[src/rtl/imem_program_loader.sv]
// ----------------------------------------------------------------------------
// imem_program_loader
//   Write-side companion of the instruction memory. Takes a program as a byte
//   stream (valid/ready), packs little-endian 32-bit words and writes them to
//   IMEM. It then pads every remaining word with NOP_WORD and releases the CPU
//   from reset.
//
//   Frame format: LEN_LO, LEN_HI (16-bit word count N), then 4*N payload bytes.
//   If IMEM_LOADER_CHECKSUM_EN is defined, one more byte follows the payload.
//   That byte is the XOR of all payload bytes. A mismatch aborts to ERR.
//
// Ports
//   i_clk, i_rst_n   clock, asynchronous active-low reset
//   i_start          1-cycle pulse, starts a load from IDLE/DONE/ERR
//   i_rx_data/valid  incoming byte stream
//   o_rx_ready       byte accepted when i_rx_valid & o_rx_ready
//   o_mem_we/waddr/wdata  IMEM write port, one word per strobe
//   o_busy           load in progress
//   o_done / o_err   terminal status levels, held until the next start
//   o_cpu_rst_n      CPU reset release, high only in DONE
//
// Optional feature macro: IMEM_LOADER_CHECKSUM_EN
// ----------------------------------------------------------------------------
module imem_program_loader #(
   parameter int          DEPTH    = 256,
   parameter int          ADDR_W   = 8,
   parameter logic [31:0] NOP_WORD = 32'h0000_0013
) (
   input  logic              i_clk,
   input  logic              i_rst_n,
   input  logic              i_start,
   input  logic [7:0]        i_rx_data,
   input  logic              i_rx_valid,
   output logic              o_rx_ready,
   output logic              o_mem_we,
   output logic [ADDR_W-1:0] o_mem_waddr,
   output logic [31:0]       o_mem_wdata,
   output logic              o_busy,
   output logic              o_done,
   output logic              o_err,
   output logic              o_cpu_rst_n
);

   // The word index must also hold DEPTH itself, so it is one bit wider than an address.
   localparam int              CNT_W   = ADDR_W + 1;
   localparam logic [CNT_W-1:0] DEPTH_C = CNT_W'(DEPTH);

   typedef enum logic [2:0] {
      S_IDLE, S_HDR_LO, S_HDR_HI, S_PAYLOAD, S_CHK, S_FILL, S_DONE, S_ERR
   } state_t;

   state_t            r_state, w_next;
   logic [7:0]        r_len_lo;
   logic [CNT_W-1:0]  r_len;
   logic [CNT_W-1:0]  r_widx;
   logic [1:0]        r_lane;
   logic [23:0]       r_pack;
   logic              r_we;
   logic [ADDR_W-1:0] r_waddr;
   logic [31:0]       r_wdata;
`ifdef IMEM_LOADER_CHECKSUM_EN
   logic [7:0]        r_csum;
`endif

   logic        w_rx_ready;
   logic        w_acc;
   logic        w_start_ok;
   logic [15:0] w_hdr_len;
   logic        w_len_bad;
   logic        w_pay_done;
   logic        w_fill_end;

   assign w_acc      = i_rx_valid & w_rx_ready;
   assign w_start_ok = i_start & ((r_state == S_IDLE) | (r_state == S_DONE) | (r_state == S_ERR));
   assign w_hdr_len  = {i_rx_data, r_len_lo};
   assign w_len_bad  = (w_hdr_len > 16'(DEPTH));
   // The index has caught up with the length, so every payload word has been received.
   assign w_pay_done = (r_widx == r_len);
   assign w_fill_end = (r_widx == DEPTH_C);

`ifndef IMEM_LOADER_CHECKSUM_EN
   logic w_last_byte;
   assign w_last_byte = w_acc & (r_lane == 2'd3) & ((r_widx + CNT_W'(1)) == r_len);
`endif

   // State register
   always_ff @(posedge i_clk or negedge i_rst_n) begin
      if (!i_rst_n) r_state <= S_IDLE;
      else          r_state <= w_next;
   end

   // Next state and ready logic
   always_comb begin
      w_next     = r_state;
      w_rx_ready = 1'b0;
      case (r_state)
         S_IDLE, S_DONE, S_ERR: begin
            if (i_start) w_next = S_HDR_LO;
         end
         S_HDR_LO: begin
            w_rx_ready = 1'b1;
            if (w_acc) w_next = S_HDR_HI;
         end
         S_HDR_HI: begin
            w_rx_ready = 1'b1;
            if (w_acc) begin
               if (w_len_bad)            w_next = S_ERR;
`ifdef IMEM_LOADER_CHECKSUM_EN
               else if (w_hdr_len == '0) w_next = S_CHK;
`else
               else if (w_hdr_len == '0) w_next = S_FILL;
`endif
               else                      w_next = S_PAYLOAD;
            end
         end
         S_PAYLOAD: begin
            w_rx_ready = ~w_pay_done;
`ifdef IMEM_LOADER_CHECKSUM_EN
            // Wait one extra cycle here so the last payload write lands before
            // CHK. CHK itself never writes.
            if (w_pay_done) w_next = S_CHK;
`else
            if (w_last_byte) w_next = S_FILL;
`endif
         end
`ifdef IMEM_LOADER_CHECKSUM_EN
         S_CHK: begin
            w_rx_ready = 1'b1;
            if (w_acc) w_next = (i_rx_data == r_csum) ? S_FILL : S_ERR;
         end
`endif
         S_FILL: begin
            if (w_fill_end) w_next = S_DONE;
         end
         default: w_next = S_IDLE;
      endcase
   end

   // Datapath: packing, word index and the registered write port
   always_ff @(posedge i_clk or negedge i_rst_n) begin
      if (!i_rst_n) begin
         r_len_lo <= '0;
         r_len    <= '0;
         r_widx   <= '0;
         r_lane   <= '0;
         r_pack   <= '0;
         r_we     <= 1'b0;
         r_waddr  <= '0;
         r_wdata  <= '0;
`ifdef IMEM_LOADER_CHECKSUM_EN
         r_csum   <= '0;
`endif
      end else begin
         r_we <= 1'b0;
         if (w_start_ok) begin
            r_len  <= '0;
            r_widx <= '0;
            r_lane <= '0;
`ifdef IMEM_LOADER_CHECKSUM_EN
            r_csum <= '0;
`endif
         end
         case (r_state)
            S_HDR_LO: if (w_acc) r_len_lo <= i_rx_data;
            // Truncation is safe: an oversize length goes to ERR and r_len is not used again.
            S_HDR_HI: if (w_acc) r_len <= w_hdr_len[CNT_W-1:0];
            S_PAYLOAD: begin
               if (w_acc) begin
                  r_lane <= r_lane + 2'd1;
`ifdef IMEM_LOADER_CHECKSUM_EN
                  r_csum <= r_csum ^ i_rx_data;
`endif
                  case (r_lane)
                     2'd0: r_pack[7:0]   <= i_rx_data;
                     2'd1: r_pack[15:8]  <= i_rx_data;
                     2'd2: r_pack[23:16] <= i_rx_data;
                     default: begin
                        r_we    <= 1'b1;
                        r_waddr <= r_widx[ADDR_W-1:0];
                        r_wdata <= {i_rx_data, r_pack};
                        r_widx  <= r_widx + CNT_W'(1);
                     end
                  endcase
               end
            end
            S_FILL: begin
               if (!w_fill_end) begin
                  r_we    <= 1'b1;
                  r_waddr <= r_widx[ADDR_W-1:0];
                  r_wdata <= NOP_WORD;
                  r_widx  <= r_widx + CNT_W'(1);
               end
            end
            default: ;
         endcase
      end
   end

   // All outputs come straight from reset-cleared registers, so an asynchronous
   // reset drives them to 0 immediately.
   assign o_rx_ready  = w_rx_ready;
   assign o_mem_we    = r_we;
   assign o_mem_waddr = r_waddr;
   assign o_mem_wdata = r_wdata;
   assign o_busy      = ~((r_state == S_IDLE) | (r_state == S_DONE) | (r_state == S_ERR));
   assign o_done      = (r_state == S_DONE);
   assign o_err       = (r_state == S_ERR);
   assign o_cpu_rst_n = (r_state == S_DONE);

endmodule

[config.mk]
export PLATFORM = sky130hd
export DESIGN_NAME = imem_program_loader
export DESIGN_NICKNAME = d
export VERILOG_FILES = /design/src/rtl/imem_program_loader.sv
export SDC_FILE = /design/constraint.sdc
export NUM_CORES = 1
export LEC_CHECK = 0
export BUFFER_PORTS_ARGS = -buffer_cell sky130_fd_sc_hd__buf_4
export CAP_MARGIN = 20
export CELL_PAD_IN_SITES_DETAIL_PLACEMENT = 0
export CELL_PAD_IN_SITES_GLOBAL_PLACEMENT = 1
export CORE_AREA = 2 2 98 123
export CTS_BUF_LIST = sky130_fd_sc_hd__clkbuf_8
export DETAILED_ROUTE_END_ITERATION = 10
export DIE_AREA = 0 0 100 125
export PLACE_DENSITY = 0.81
export RECOVER_POWER = 50
export SLEW_MARGIN = 20
export SYNTH_ARGS = -nofsm -noshare
export SYNTH_HDL_FRONTEND = slang
export SYNTH_SLANG_ARGS = --single-unit
export TNS_END_PERCENT = 10
[constraint.sdc]
create_clock -name i_clk -period 2.3 [get_ports i_clk]
set_clock_uncertainty 0.2 [all_clocks]
set_input_delay 0.115 -clock i_clk [delete_from_list [all_inputs] [get_ports i_clk]]
set_output_delay 0.115 -clock i_clk [all_outputs]
set_load 0.05 [all_outputs]
Yosys cells after proc, flatten, opt, wreduce, memory -nomap -nowiden:

Index checks and enable logic that the tools add are counted.

* equality and inequality tests: 20
* bitwise operators: 8
* mux-type cells: 32
* magnitude comparators: 1
* reductions and logical operators: 13
* $add $sub $neg: 2

Operators with widths (number)
* $mux W32: 3
* $pmux W32 S2: 1
* $mux W9: 7
* $mux W8: 3
* $mux W3: 7
* $eq A9 B9 Y1: 2
* $pmux W9 S2: 1
* $gt A16 B9 Y1 const B: 1
* $logic_not A16 Y1: 1
* $ne A2 B2 Y1 const B: 8
* $pmux W8 S2: 1
* $pmux W3 S5: 1
* $add A9 B1 Y9 const B: 1
* $eq A3 B3 Y1 const B: 3
* $eq A9 B9 Y1 const B: 1
* $reduce_and A3 Y1: 3
* $eq A3 B2 Y1 const B: 2
* $mux W2: 3
* $reduce_or A3 Y1: 2
* $reduce_and A5 Y1: 1
* $and A1 B1 Y1: 4
* $eq A2 B2 Y1 const B: 2
* $pmux W1 S2: 2
* $reduce_and A4 Y1: 1
* other kinds (11): 15

* register bits after elaboration: 96
* bits of input ports: 12
* output and inout bits: 46

Depth between registers and ports, before layout:

Gate-level depths: netlist of run 1.

* depth in word-level cells: 8
* mapped depth: 10
* mapped depth without buffers: 8

Least setup slack after synthesis of run 1:

Ideal clock, no wire load.

* path type: register to output
* start: register r_widx[3]
* end: output o_rx_ready
* path buffers: 1
* stages on the path, launching flop included: 7
* arrival: 2.074 ns
* path slack: -0.089 ns
* cell sequence: dfrtp_1 > buf_4 > xor2_1 > nand2b_1 > or3_4 > nor2_1 > nor3_1

* word-level cells in the longest chain between the ends: 3

Ends and longest elaborated chain
* start, declared: line 55 `logic [CNT_W-1:0] r_widx;`
* start signal, assigned: line 181 `r_widx <= r_widx + CNT_W'(1);`
* start signal, assigned: line 191 `r_widx <= r_widx + CNT_W'(1);`
* $eq A9 B9 Y1: line 78 `assign w_pay_done = (r_widx == r_len);`
* $not A1 Y1: line 117 `w_rx_ready = ~w_pay_done;`
* $pmux W1 S2: line 96 `case (r_state)`
* end, declared: line 34 `output logic o_rx_ready,`

No other way between the ends.

Final worst setup path of run 1:

* start: register r_widx[8]
* end: output o_rx_ready

Same word-level chain as after synthesis.

==> impl_metrics.toml, run 1 <==
[worst_setup_path]
rr_worst_depth = 9
crit_path_frequent_cell = "buf_6"
cp-start-kind = "flip-flop"
arrival_ns = 2.01
rr_endpoint = "r_widx[8]$_DFF_PN0_"
cp_cell_sequence = "xnor2_2 > nand4_1 > or3_4 > buf_6 > nor2_4 > nor3_2 > buf_6"
crit_required_ns = 1.99
critPathKind = "reg2out"
r2r-start = "r_widx[1]$_DFF_PN0_"
reg2reg_slack_ns = 0.04
endpoint_kind = "primary output"
cp_slowest_stage_delay_ns = 0.45
critPathMaxFanout = 2
slowest_stage = "dfrtp_2"

[pwr]
p_int_mw = 4.19
p_seq_share_pct = 36.8
cellLeakagePower_nw = 2.76
ir_drop_mv = 0.580
p_clk_share_pct = 15.5
power_per_cell_area_nw_per_um2 = 1250
pwr-share-comb_pct = 47.7
switching_power_mw = 3.09
p_total_mw = 7.27
swShare_pct = 42.4

[detailed_routing]
viasPerCell = 5.23
drt-total-wl_um = 11600
drc_errors = 0
num_vias = 3735
dr.pass1.iters = 5
postRouteAntennaNets = 0
drt-initial-drc-count = 156
routedWlPerCell_um = 16.3

[synthesis]
synth.area.top_cells = "dfrtp_1 53%, nand2_1 9.4%, mux2_2 7.7%, nand3_1 4.5%, o21ai_0 3.3%"
netlist_area_um2 = 4550
ys_seq_elements = 96
postSynth.asyncResetShare_pct = 100
syn_avg_cell_area_um2 = 9.82
yosysTopAreaCell = "dfrtp_1"
synth-edff-count = 0
ys_seq_area_share_pct = 52.7
syn_nets = 483
synthFlopType = "dfrtp_1"
netlist_instances = 464
synth_warnings = 0
ys_types = 54
synth_top_area_share_pct = 52.7

[die]
initial_core_util_pct = 39.8
die_area_um2 = 12500
fp.dieW_um = 100
coreArea_um2 = 11500
die_h_um = 125
io_pins = 58
rows = 44

[finish]
n_antenna_cell = 0
synthToLayoutAreaGrowth_pct = 27.9
final-seq-area_um2 = 2410
multi_input_area_um2 = 2130
drive_above_1_share_pct = 29.0
n_fill_cell = 1102
finalNetCount = 590

[placement]
place_hpwl_um = 8410
pre_cts_slack_ns = -0.109
gp_congestion = 0.880
port_buffers = 57

[status]
violations = "negative setup slack"
status = "finished with violations"

[timing]
period_share_pct = 101
hold_viol_final = 0
fin_hold_ws_ns = 0.0318
period_minus_slack_ns = 2.32
timing.final.max_slew_violations = 0
setup_ws_ns = -0.0226
worstMarginPinSlew_ns = 1.23
setup_viol = 1
relSlewSlack_pct = 17.8
rsz0062_at_grt = "true"
clock.fmax_ghz = 0.431

[min_path]
min_from = "i_start"
worstHoldPathCells = 5
hp-class = "in2reg"
hold_end = "r_state[1]$_DFFE_PN0P_"

[run]
drv_cap = 0

[clock_tree]
cts_buffer_depth = 2
cts_buffers = 9
insertion_delay_ns = 0.35
cts_tree = "built"
root_buffer = "clkbuf_8"
cts.sinks = 96
clkTransAtPathRegs_ns = 0.09
cts_htree_levels = 3

[grt]
grt_pass1_vias = 3772
grt_pass1_wl_um = 19100
grt_start_max_net_pins = 48
gr-usage-all-layers_pct = 19.3
overflow = 0
antenna_found_initial = 0
==> synthesized netlist by cell type, types with 2 or more instances <==
| cell type | number |
|---|---|
| nand2_1 | 114 |
| dfrtp_1 | 96 |
| nand3_1 | 41 |
| mux2_2 | 31 |
| o21ai_0 | 30 |
| nor2_1 | 16 |
| buf_2 | 13 |
| clkbuf_1 | 12 |
| a21oi_1 | 10 |
| inv_1 | 9 |
| xnor2_1 | 9 |
| ha_1 | 7 |
| nand2b_1 | 6 |
| nor3_1 | 6 |
| nor4_1 | 6 |
| xor2_1 | 6 |
| nand2_4 | 3 |
| nand4_1 | 3 |
| o31ai_1 | 3 |
| a2111oi_0 | 2 |
| a21o_1 | 2 |
| a41oi_1 | 2 |
| and3_1 | 2 |
| buf_4 | 2 |
| mux2i_1 | 2 |
| o21bai_1 | 2 |
| o31a_1 | 2 |
==> stage by stage <==
stage	std cells	TNS (ns)	util, %	instance area (µm²)
floorplan	464	-0.876	-	4560
global placement	679	-0.143	47.3	5420
detailed placement	679	-0.484	47.3	5420
CTS	709	-0.0183	51.0	5840
global route	714	-0.961	50.9	5820
finish	714	-0.0226	50.9	5820
==> power by group through the flow <==
stage | sequential [mW] | combinational [mW] | clock, mW
floorplan | 3.19 | 1.60 | 0
global placement | 2.67 | 3.22 | 0
detailed placement | 2.69 | 3.27 | 0
CTS | 2.67 | 3.47 | 1.17
global route | 2.75 | 3.74 | 1.23
finish | 2.68 | 3.47 | 1.13
==> how the worst max path moves through the flow <==
stage	start	endpoint	slack, ns	depth (start not counted)
2_1_floorplan	r_state[1]$_DFFE_PN0P_	r_len[4]$_DFF_PN0_	-0.08	7
3_3_place_gp	r_widx[0]$_DFF_PN0_	r_state[1]$_DFFE_PN0P_	-0.1	8
3_5_place_dp	r_widx[0]$_DFF_PN0_	r_state[1]$_DFFE_PN0P_	-0.11	8
4_1_cts	r_widx[0]$_DFF_PN0_	o_rx_ready	-0.02	7
5_1_grt	r_widx[8]$_DFF_PN0_	o_rx_ready	-0.14	7
6_report	r_widx[8]$_DFF_PN0_	o_rx_ready	-0.02	7
==> cells in the final DEF, fill, tap and decap left out, types with 3 or more instances in the layout <==
master           n
nand2_4          3
clkbuf_8        10
o21ai_1          6
nand4_1          3
nor2_1          15
nand2b_1         5
o21ai_0         24
buf_6            6
buf_4           77
mux2_2          31
xor2_1           6
dlygate4sd3_1   10
nand2_1        114
dfrtp_1         92
nand3_1         40
dfrtp_2          4
ha_1             7
a21oi_1         10
clkbuf_1        29
nor4_1           4
clkbuf_2         3
xnor2_2          6
nor3_1           4
inv_1            9
==> logic make-up (layout without fill, tap and decap cells) <==
logic type	after synthesis	after routing	share of synthesized area (%)
AND/OR/NAND/NOR	209	209	21.6
adder cells (fa/ha/maj)	7	7	1.92
multiplexers	34	34	8.35
AO/OA/AOI/OAI	64	64	8.68
XOR/XNOR	15	15	2.88
buffers and inverters	39	151	3.76
flip-flops	96	96	52.7
==> repair_timing <==
item / in CTS / in global routing
hold buffers: 10 / 0
setup buffers: 4 / 5
resized for setup: 18 / 23
endpoints found under the setup margin: 28 / 42
hold endpoints to repair: 86 / 0
pin swaps: 3 / 10
==> routing by layer <==
metal	vias up	GRT usage [%]	routed length [µm]
met3	12	3.52	399
met2	86	33.6	6250
li1	1792	-	-
met4	0	6.29	171
met5	-	0	0
met1	1845	24.1	4790
==> critical path: cells and delay by family, from the launching register on <==
kind / cells / cell delay (ns)
simple gates: 4 / 0.69
buf+inv: 2 / 0.29
flops: 1 / 0.45
xor+xnor: 1 / 0.22
==> cell type report <==
type | count | share of cell area [%]
Multi-Input combinational cell | 329 | 36.5
Clock inverter | 6 | 1.16
Clock buffer | 10 | 2.36
Inverter | 10 | 0.730
Sequential cell | 96 | 41.3
Tap cell | 138 | 2.96
Timing Repair Buffer | 125 | 14.9
==> sequential cells by signal (all words and copies together) (netlist names) <==
| signal | flops |
|---|---|
| r_len | 9 |
| r_widx | 9 |
| r_pack | 24 |
| r_state | 3 |
| o_mem_we | 1 |
| r_lane | 2 |
| o_mem_wdata | 32 |
| o_mem_waddr | 8 |
| r_len_lo | 8 |
No activity file was read; power rests on OpenSTA's default activity.
==> inputs of run 2 (changes only) <==
==> constraint.sdc (replaced) <==
create_clock -name i_clk -period 2.3 [get_ports i_clk]
set_clock_uncertainty 0.2 [all_clocks]
set_input_delay 0.115 -clock i_clk [delete_from_list [all_inputs] [get_ports i_clk]]
set_output_delay 0.115 -clock i_clk [all_outputs]
set_load 0.01 [all_outputs]
==> run 2 against run 1 <==
Compared with the run above:
- the run now ends clean
- critical path depth is 2 higher
- maximum frequency is 1.6% higher
- combinational power is 24% lower
- clock-buffer cell count stayed put
- final cell count is 1.1% lower
- register-to-register slack worse by 0.03 ns
- via count is 2.4% lower
- worst setup slack better by 0.037 ns
- clock power is 12% lower
- cell area is 2.7% lower
- largest cell class unchanged
==> impl_metrics.toml, run 2 (same netlist as run 1, synthesis figures left out) <==
[finish]
n_antenna_cell = 0
multi_input_area_um2 = 2080
synthToLayoutAreaGrowth_pct = 24.4
fin_cells = 706
final-seq-area_um2 = 2400
final_common_cell = "nand2_1"
n_fill_cell = 1090
finalNetCount = 583
drive_above_1_share_pct = 25.4
largest_register_ffs = 32
postLayoutCellArea_um2 = 5670
finish.utilization_pct = 49.5
layout_common_cells = "114 x nand2_1, 94 x dfrtp_1, 69 x buf_4"

[timing]
fin_hold_ws_ns = 0.215
worstMarginPinSlew_ns = 0.918
relSlewSlack_pct = 38.8
rsz0062_at_grt = "true"
tns_ns = 0
clock.fmax_ghz = 0.438
setup_ws_ns = 0.0143
timing.final.max_slew_violations = 0
hold_viol_final = 0
period_minus_slack_ns = 2.29
period_share_pct = 99.4
setup_viol = 0

[clock_tree]
cts.sinks = 96
cts_buffer_depth = 2
cts_buffers = 9
cts_tree = "built"
insertion_delay_ns = 0.37
root_buffer = "clkbuf_8"
cts_htree_levels = 3
clkTransAtPathRegs_ns = 0.10

[run]
drv_cap = 0

[grt]
met2_usage_pct = 32.7
gr-usage-all-layers_pct = 19.3
grt_pass1_wl_um = 19000
grt_busiest_layer = "met2"
overflow = 0
grt_start_max_net_pins = 66
grt_pass1_vias = 3817
use_met3_pct = 3.80
antenna_found_initial = 0
use_met1_pct = 24.0

[placement]
placed_cells = 680
place_hpwl_um = 8390
gp_congestion = 0.858
port_buffers = 57
pre_cts_slack_ns = -0.0601
place_area_um2 = 5420

[die]
io_pins = 58
initial_core_util_pct = 39.8
die_h_um = 125
rows = 44
die_area_um2 = 12500
fp.dieW_um = 100
coreArea_um2 = 11500

[worst_setup_path]
endpoint_kind = "flip-flop"
critPathKind = "reg2reg"
arrival_ns = 2.35
cp-start-kind = "flip-flop"
crit_buf_inv = 3
crit_required_ns = 2.36
cp_cell_sequence = "buf_6 > xnor2_4 > nand4_1 > buf_4 > o31a_1 > nor2_8 > inv_6 > a21o_1 > a22o_1"
slowest_stage = "dfrtp_1"
r2r-start = "r_widx[0]$_DFF_PN0_"
crit_start = "r_widx[0]$_DFF_PN0_"
cp_slowest_stage_delay_ns = 0.42
critPathMaxFanout = 8
critPathTopFamily = "compound AO/OA/AOI/OAI gates"

[detailed_routing]
postRouteAntennaNets = 0
viasPerCell = 5.16
routedWlPerCell_um = 16.3
drc_errors = 0
drt-initial-drc-count = 167
drt-total-wl_um = 11500
num_vias = 3646
dr.pass1.iters = 4

[pwr]
ir_drop_mv = 0.691
cellLeakagePower_nw = 2.66
p_total_mw = 6.31
power_per_cell_area_nw_per_um2 = 1110

[min_path]
hp-class = "in2async"

[status]
status = "complete, no violations"
run 2: layer usage:
| metal | part of all wire (%) | wire length, µm |
|---|---|---|
| met1 | 41 | 4770 |
| met2 | 53 | 6050 |
| met3 | 3.2 | 364 |
| met4 | 2.8 | 320 |
| met5 | 0 | 0 |
run 2: what timing repair did:
item / in CTS / in global routing
hold endpoints to repair: 138 / 0
endpoints found under the setup margin: 27 / 68
hold buffers: 11 / 0
pin swaps: 1 / 9
setup buffers: 1 / 0
gates resized for setup: 10 / 11
run 2: final timing paths:
kind	to	slack, ns	cells past startpoint
worst max register to register	r_widx[8]$_DFF_PN0_	0.01	9
worst min register to register	o_mem_waddr[4]$_DFFE_PN0P_	0.27	2
worst max-delay path	r_widx[8]$_DFF_PN0_	0.01	9
max in group asynchronous	r_lane[1]$_DFF_PN0_	0.84	3
worst min-delay path	o_mem_waddr[7]$_DFFE_PN0P_	0.21	2
min in group i_clk	o_mem_waddr[4]$_DFFE_PN0P_	0.27	2
run 2: final cells by class:
cell class              instances  area share [%]
flip-flops and latches         96            42.4
multi-input cells             329            36.7
repair buffers                118            14.0
well taps                     138            3.05
clock buffers                  10            2.43
inverters                      10           0.751
clock inverters                 5           0.552
run 2: power breakdown:
part / switching [mW] / total (mW) / internal [mW]
sequential: 0.422 / 2.68 / 2.26
combinational: 1.37 / 2.63 / 1.26
clock: 0.584 / 0.999 / 0.415
total: 2.37 / 6.31 / 3.94
